## src/rtl/conv_pkg.sv

```systemverilog
// Shared types and constants for the 2D convolution datapath.
package conv_pkg;

  typedef enum logic [2:0] {
    ST_IDLE     = 3'd0,
    ST_LOAD     = 3'd1,
    ST_SHIFT    = 3'd2,
    ST_CONVOLVE = 3'd3,
    ST_DONE     = 3'd4
  } conv_state_e;

  localparam int PIX_W  = 8;
  localparam int RES_W  = 16;
  localparam int PROD_W = 16;

  function automatic int conv_out_dim(input int img_dim, input int flt_dim);
    return img_dim - flt_dim + 1;
  endfunction

  // Accumulator must hold the sum of all taps without overflow, and never narrower than 20 bits.
  function automatic int conv_acc_width(input int taps);
    int w;
    w = PROD_W + $clog2(taps);
    if (w < 20) begin
      w = 20;
    end else begin
      w = w;
    end
    return w;
  endfunction

endpackage

```

## src/rtl/conv_mac.sv

```systemverilog
// Combinational FILTER_SIZE x FILTER_SIZE unsigned multiply-accumulate with 16-bit reduction.
// Build option: CONV_SATURATE_EN clamps sums above 65535; otherwise the sum wraps modulo 2^16.
module conv_mac
  import conv_pkg::*;
#(
  parameter int FILTER_SIZE = 3
) (
  input  logic [FILTER_SIZE*FILTER_SIZE*PIX_W-1:0] i_window,
  input  logic [FILTER_SIZE*FILTER_SIZE*PIX_W-1:0] i_filter,
  output logic [RES_W-1:0]                         o_result
);

  localparam int TAPS  = FILTER_SIZE * FILTER_SIZE;
  localparam int ACC_W = conv_acc_width(TAPS);

  logic [ACC_W-1:0] w_acc;

  // Sum of all tap products at full precision
  always_comb begin
    w_acc = '0;
    for (int k = 0; k < TAPS; k++) begin
      w_acc = w_acc + ACC_W'({8'd0, i_window[k*PIX_W +: PIX_W]} * {8'd0, i_filter[k*PIX_W +: PIX_W]});
    end
  end

  // Reduce the accumulator to the result width
  always_comb begin
`ifdef CONV_SATURATE_EN
    if (w_acc > ACC_W'(17'h0FFFF)) begin
      o_result = 16'hFFFF;
    end else begin
      o_result = RES_W'(w_acc);
    end
`else
    o_result = RES_W'(w_acc);
`endif
  end

endmodule

```

## src/rtl/conv2d_top.sv

```systemverilog
// Sequential 2D convolution engine: FSM walks row bands, extracts windows and writes one result per CONVOLVE.
// Build option: CONV_SATURATE_EN (passed through to conv_mac) selects saturating instead of wrapping results.
module conv2d_top
  import conv_pkg::*;
#(
  parameter int IMAGE_WIDTH  = 5,
  parameter int IMAGE_HEIGHT = 5,
  parameter int FILTER_SIZE  = 3,
  parameter int OUT          = conv_out_dim(IMAGE_HEIGHT, FILTER_SIZE)
) (
  input  logic                                      clk,
  input  logic                                      rst,
  input  logic [IMAGE_HEIGHT*IMAGE_WIDTH*PIX_W-1:0] image,
  input  logic [FILTER_SIZE*FILTER_SIZE*PIX_W-1:0]  filter,
  output logic [OUT*OUT*RES_W-1:0]                  result,
  output logic                                      load_done,
  output logic                                      shift_done,
  output logic                                      convolve_done,
  output logic                                      done
);

  localparam int IMG_BITS = IMAGE_HEIGHT * IMAGE_WIDTH * PIX_W;
  localparam int FLT_BITS = FILTER_SIZE * FILTER_SIZE * PIX_W;
  localparam int ROW_BITS = FILTER_SIZE * IMAGE_WIDTH * PIX_W;
  localparam int RES_BITS = OUT * OUT * RES_W;
  localparam int CNT_W    = (OUT > 1) ? $clog2(OUT) : 1;
  localparam logic [CNT_W-1:0] LAST_IDX = CNT_W'(OUT - 1);

  conv_state_e      r_state;
  conv_state_e      w_next_state;
  logic [CNT_W-1:0] r_row_count;
  logic [CNT_W-1:0] r_col_count;
  logic [IMG_BITS-1:0] r_image;
  logic [FLT_BITS-1:0] r_filter;
  logic [ROW_BITS-1:0] r_rows;
  logic [FLT_BITS-1:0] r_window;
  logic                r_window_valid;
  logic [RES_BITS-1:0] r_result;
  logic                r_load_done;
  logic                r_shift_done;
  logic                r_convolve_done;
  logic                r_done;
  logic                w_load_pulse;
  logic                w_shift_pulse;
  logic                w_conv_pulse;
  logic [RES_W-1:0]    w_mac_result;

  conv_mac #(
    .FILTER_SIZE(FILTER_SIZE)
  ) u_mac (
    .i_window(r_window),
    .i_filter(r_filter),
    .o_result(w_mac_result)
  );

  // State register
  always_ff @(posedge clk or posedge rst) begin
    if (rst) begin
      r_state <= ST_IDLE;
    end else begin
      r_state <= w_next_state;
    end
  end

  // Next-state and phase strobe decode
  always_comb begin
    w_next_state  = r_state;
    w_load_pulse  = 1'b0;
    w_shift_pulse = 1'b0;
    w_conv_pulse  = 1'b0;
    case (r_state)
      ST_IDLE: begin
        w_next_state = ST_LOAD;
      end
      ST_LOAD: begin
        w_load_pulse = 1'b1;
        w_next_state = ST_SHIFT;
      end
      ST_SHIFT: begin
        w_shift_pulse = 1'b1;
        w_next_state  = ST_CONVOLVE;
      end
      ST_CONVOLVE: begin
        w_conv_pulse = 1'b1;
        if (r_col_count < LAST_IDX) begin
          w_next_state = ST_SHIFT;
        end else if (r_row_count < LAST_IDX) begin
          w_next_state = ST_LOAD;
        end else begin
          w_next_state = ST_DONE;
        end
      end
      ST_DONE: begin
        w_next_state = ST_DONE;
      end
      default: begin
        w_next_state = ST_IDLE;
      end
    endcase
  end

  // Datapath: input latch, row buffer, window, results, counters and registered strobes
  always_ff @(posedge clk or posedge rst) begin
    if (rst) begin
      r_row_count     <= '0;
      r_col_count     <= '0;
      r_image         <= '0;
      r_filter        <= '0;
      r_rows          <= '0;
      r_window        <= '0;
      r_window_valid  <= 1'b0;
      r_result        <= '0;
      r_load_done     <= 1'b0;
      r_shift_done    <= 1'b0;
      r_convolve_done <= 1'b0;
      r_done          <= 1'b0;
    end else begin
      r_load_done     <= w_load_pulse;
      r_shift_done    <= w_shift_pulse;
      r_convolve_done <= w_conv_pulse;
      r_done          <= (w_next_state == ST_DONE);
      case (r_state)
        ST_IDLE: begin
          r_image  <= image;
          r_filter <= filter;
        end
        ST_LOAD: begin
          for (int i = 0; i < FILTER_SIZE; i++) begin
            for (int c = 0; c < IMAGE_WIDTH; c++) begin
              r_rows[(i*IMAGE_WIDTH+c)*PIX_W +: PIX_W] <=
                r_image[((int'(r_row_count)+i)*IMAGE_WIDTH+c)*PIX_W +: PIX_W];
            end
          end
        end
        ST_SHIFT: begin
          for (int i = 0; i < FILTER_SIZE; i++) begin
            for (int j = 0; j < FILTER_SIZE; j++) begin
              r_window[(i*FILTER_SIZE+j)*PIX_W +: PIX_W] <=
                r_rows[(i*IMAGE_WIDTH+int'(r_col_count)+j)*PIX_W +: PIX_W];
            end
          end
          r_window_valid <= 1'b1;
        end
        ST_CONVOLVE: begin
          if (r_window_valid) begin
            r_result[(int'(r_row_count)*OUT+int'(r_col_count))*RES_W +: RES_W] <= w_mac_result;
          end else begin
            r_result <= r_result;
          end
          r_window_valid <= 1'b0;
          if (r_col_count < LAST_IDX) begin
            r_col_count <= r_col_count + CNT_W'(1);
          end else begin
            r_col_count <= '0;
            if (r_row_count < LAST_IDX) begin
              r_row_count <= r_row_count + CNT_W'(1);
            end else begin
              r_row_count <= r_row_count;
            end
          end
        end
        default: begin
          r_row_count <= r_row_count;
        end
      endcase
    end
  end

  assign result        = r_result;
  assign load_done     = r_load_done;
  assign shift_done    = r_shift_done;
  assign convolve_done = r_convolve_done;
  assign done          = r_done;

endmodule

```

## config.mk

```make
export PLATFORM = sky130hd
export DESIGN_NAME = conv2d_top
export DESIGN_NICKNAME = d
export VERILOG_FILES = /design/src/rtl/conv_pkg.sv /design/src/rtl/conv_mac.sv /design/src/rtl/conv2d_top.sv
export SDC_FILE = /design/constraint.sdc
export NUM_CORES = 2
export LEC_CHECK = 0
export CAP_MARGIN = 20
export CORE_ASPECT_RATIO = 0.75
export CORE_MARGIN = 2
export CORE_UTILIZATION = 60
export DETAILED_ROUTE_END_ITERATION = 10
export PLACE_DENSITY_LB_ADDON = 0.08
export SYNTH_ARGS = -nofsm -noshare
export SYNTH_HDL_FRONTEND = slang
export SYNTH_HIERARCHICAL = 1
export SYNTH_SLANG_ARGS = --single-unit
```

## constraint.sdc

```tcl
create_clock -name clk -period 27.8 [get_ports clk]
set_input_delay 2.78 -clock clk [delete_from_list [all_inputs] [get_ports clk]]
set_output_delay 2.78 -clock clk [all_outputs]
set_load 0.05 [all_outputs]
```

==> results by group <==
Worst setup path
  – CP endpoint kind: flip-flop
  – Crit-path max FO: 9
  – Reg2Reg Depth: 25
  – Crit path DAT: 9.30 ns
  – Worst Setup Start Kind: flip-flop
  – CP Class: flip-flop to flip-flop
  – Crit path launch: r_window[29]$_DFFE_PP0P_
  – Worst R2R Start: r_window[29]$_DFFE_PP0P_
  – Reg-to-reg slack, setup: between 15 and 20 ns
  – Worst R2R End: result[95]$_DFFE_PP0P_
  – Worst endpoint required time: between 20 and 30 ns

Run
  – Max-Cap Viols: 0

Placed design
  – Post-DP HPWL: around 160 mm
  – Placer congestion estimate: ~1.0
  – Dpl cell area: just over 60000 sq um
  – Number of buffers added on ports: ~420

Die
  – # IOs: between 400 and 500
  – Full die area: around 96000 sq um
  – Starting Density: 60.35%
  – Die W: around 360 um
  – Placement Rows: 97
  – Core area: approximately 93000 sq um
  – Die height: 269 um

Logic synthesis
  – Top_reg_cell synth: dfrtp_1
  – EDFF count, synth: 0
  – Seq/Total Area, Yosys: roughly 28%
  – Synthesized Nets: between 6000 and 7000
  – Synthesized netlist cell count: 5162
  – Yosys cell types: roughly 80
  – Syn Std Cell Area: between 50000 and 60000 sq um
  – Asr flop ratio synth: 100.0%
  – FF+latch count, synth: 620
  – Yosys warning count: 6
  – Synth Area per Inst: about 11 sq um

Drt
  – Vias/cell: 6.421
  – Post-route ant nets: 0
  – First drt pass iteration count: 9
  – Met3 WL: roughly 32 mm
  – Wire length per cell: approximately 30 um
  – Vias: 43390
  – DRC errors left: 2
  – Top Layer Used: met5
  – Met2 Wirelength: 79.77 mm
  – DR iter-0 viols: 5756
  – DRT met1 WL: between 80 and 90 mm
  – Routed WL: 199.8 mm

Global route
  – First-pass GRT wire length: 294.1 mm
  – Largest net degree at the start of global routing: about 170
  – Total gr overflow: 0
  – Initial antenna violation count: 16
  – GRT Resource Usage Total: a little over two fifths
  – Vias in the first global route: about 43000

Clocking
  – Hold-fix buffers at CTS: 0
  – Clock latency on the worst-skew pair: about 0.68 ns
  – Clock slew at reported path FFs: 0.06 ns
  – TritonCTS clock tree: yes
  – Post-CTS Setup Bufs: 0
  – Clk sink count: between 600 and 700
  – Clock buffer depth: 3
  – H-tree depth: 3
  – CTS root buf: clkbuf_16
  – TritonCTS Buffers: approximately 70
  – PostCTS Resize Cnt: 0

STA
  – Fin crit share: 31.45%
  – Slew Limit Fails: 0
  – Fmax: around 110 MHz
  – Worst slew pin tran: about 1.3 ns
  – Minimum clock period: approximately 8.7 ns
  – RSZ-0062 raised after global routing: no
  – Setup tns final: 0 ns
  – Endpoints failing hold: 0
  – Slew margin rel.: 16.21%
  – Clock Skews: about 0.033 ns
  – Setup violations, final: 0

Run status
  – Status: finished with violations
  – Failing checks: design-rule violations

Hold path
  – Hold Path Stages: 2
  – Hold endpoint: result[118]$_DFFE_PP0P_
  – HP Class: flip-flop to flip-flop
  – HP Start: result[118]$_DFFE_PP0P_

Cells and area
  – P&R area growth vs syn: 13.41%
  – Post-route cell area: around 64000 sq um
  – Finished Core Util: around two thirds
  – Share of post-route cells with drive strength above 1: 16.74%
  – Nets@finish: ~6500
## cell usage in the layout (no fill, tap or decap), types with 20 or more instances in the layout
cell type        count
clkbuf_16           69
a221oi_1            21
xnor2_1             36
mux2_2             415
a22oi_1             28
nor2_1             117
clkdlybuf4s50_1    421
a31oi_1             20
dfrtp_1            616
a211oi_1            36
mux4_2             264
fa_1               524
and2_1             381
nand2_1            690
nand3_1             28
ha_1               251
inv_1              685
o31ai_1             34
mux2i_1            205
nor2b_1             35
o21ai_0            192
buf_4               70
a21oi_1             84
## logic make-up (layout without fill, tap and decap cells)
kind of cell | after synthesis | in the layout | synth area share (%)
adders and majority gates | 778 | 778 | 24.33
DFF | 620 | 620 | 27.62
other | 0 | 5 | 0
buffers and inverters | 957 | 1310 | 6.904
muxes | 892 | 892 | 22.77
AOI/OAI and AO/OA | 552 | 552 | 6.465
and+or+nand+nor | 1317 | 1317 | 11.19
xor gates and xnor gates | 46 | 46 | 0.7305
## through the flow
stage | instances | worst slack (ns) | hold WS, ns
global route | 6753 | 18.70 | 0.5042
global placement | 6623 | 19.36 | 0.4580
finish | 6757 | 19.06 | 0.4752
detailed placement | 6624 | 19.24 | 0.4670
floorplan | 5162 | 7.658 | 0.4547
CTS | 6750 | 19.20 | 0.4808
## layer usage
layer  vias up  track usage (%)
met3       409            19.81
met2      2779            57.12
met1     22200            61.58
li1      17980                -
met5         -                0
met4        20            11.45
## Yosys cell counts (5+ instances only)
master | count | share of area [%]
a2111oi_1 | 5 | 0.089
mux2i_1 | 205 | 3.7
dfrtp_1 | 620 | 28
ha_1 | 254 | 5.7
a221o_1 | 8 | 0.14
o31ai_1 | 34 | 0.45
o2bb2ai_1 | 8 | 0.12
nor2_1 | 117 | 0.78
buf_4 | 26 | 0.35
mux2_4 | 8 | 0.21
a32o_1 | 11 | 0.20
a221oi_1 | 21 | 0.33
xor2_1 | 9 | 0.14
buf_2 | 84 | 0.75
a22oi_1 | 28 | 0.37
nand3_1 | 28 | 0.25
a31o_2 | 8 | 0.12
buf_6 | 11 | 0.22
xnor2_1 | 36 | 0.56
inv_1 | 686 | 4.6
o2111a_1 | 6 | 0.12
and3_1 | 5 | 0.056
and2_1 | 381 | 4.2
a2111oi_0 | 8 | 0.12
nand2_1 | 690 | 4.6
nand2b_1 | 6 | 0.067
o21ai_0 | 192 | 1.7
a22o_1 | 18 | 0.28
a21o_1 | 11 | 0.15
o211a_1 | 5 | 0.089
nor3_1 | 12 | 0.11
mux2_2 | 415 | 8.3
mux4_2 | 264 | 11
nor2b_1 | 35 | 0.39
o22ai_1 | 14 | 0.16
o211ai_1 | 10 | 0.13
fa_1 | 524 | 19
clkbuf_1 | 125 | 0.84
buf_1 | 20 | 0.13
a211oi_1 | 36 | 0.48
nand4_1 | 7 | 0.078
a31oi_1 | 20 | 0.22
o221ai_1 | 6 | 0.094
a21oi_1 | 84 | 0.75
## flip-flops by register name, indices dropped and copies added (netlist names)
name and flops:
r_row_count 2, done 1, load_done 1, r_window_valid 1
convolve_done 1, r_rows 120, r_col_count 2, r_window 72
shift_done 1, result 144, r_image 200, r_state 3
r_filter 72
## area by class of cell
cell class | count | area, sq um
multi-input cells | 3585 | 36830
fillers | 7080 | 29380
flip-flops and latches | 620 | 15530
repair buffers | 494 | 4778
inverters | 690 | 2597
clock buffers | 85 | 1857
well taps | 1237 | 1548
clock inverters | 41 | 556.8
diodes | 5 | 12.51
## how the worst max path moves through the flow
stage	end
3_3_place_gp	result[62]$_DFFE_PP0P_
6_report	result[95]$_DFFE_PP0P_
3_5_place_dp	result[95]$_DFFE_PP0P_
4_1_cts	result[62]$_DFFE_PP0P_
2_1_floorplan	convolve_done$_DFF_PP0_
5_1_grt	result[95]$_DFFE_PP0P_
## worst max-delay path, cell delays in order, from the launching register on
cell and delay [ns]:
dfrtp_1 0.46, and2_1 0.22, fa_1 0.51, fa_1 0.55, inv_1 0.09, fa_1 0.54, inv_1 0.06, fa_1 0.48
fa_1 0.52, fa_1 0.63, fa_1 0.52, fa_1 0.51, inv_1 0.05, fa_1 0.47, inv_1 0.05, fa_1 0.43
ha_1 0.33, nor2b_1 0.15, o21a_1 0.16, nor2_1 0.16, o21bai_1 0.12, a31oi_1 0.37, o31ai_1 0.16, xnor2_1 0.62
nand2_1 0.20, o31ai_1 0.29
Power is not shown: default switching activity piles up to over one toggle a cycle in this logic, so the estimate is an artifact.
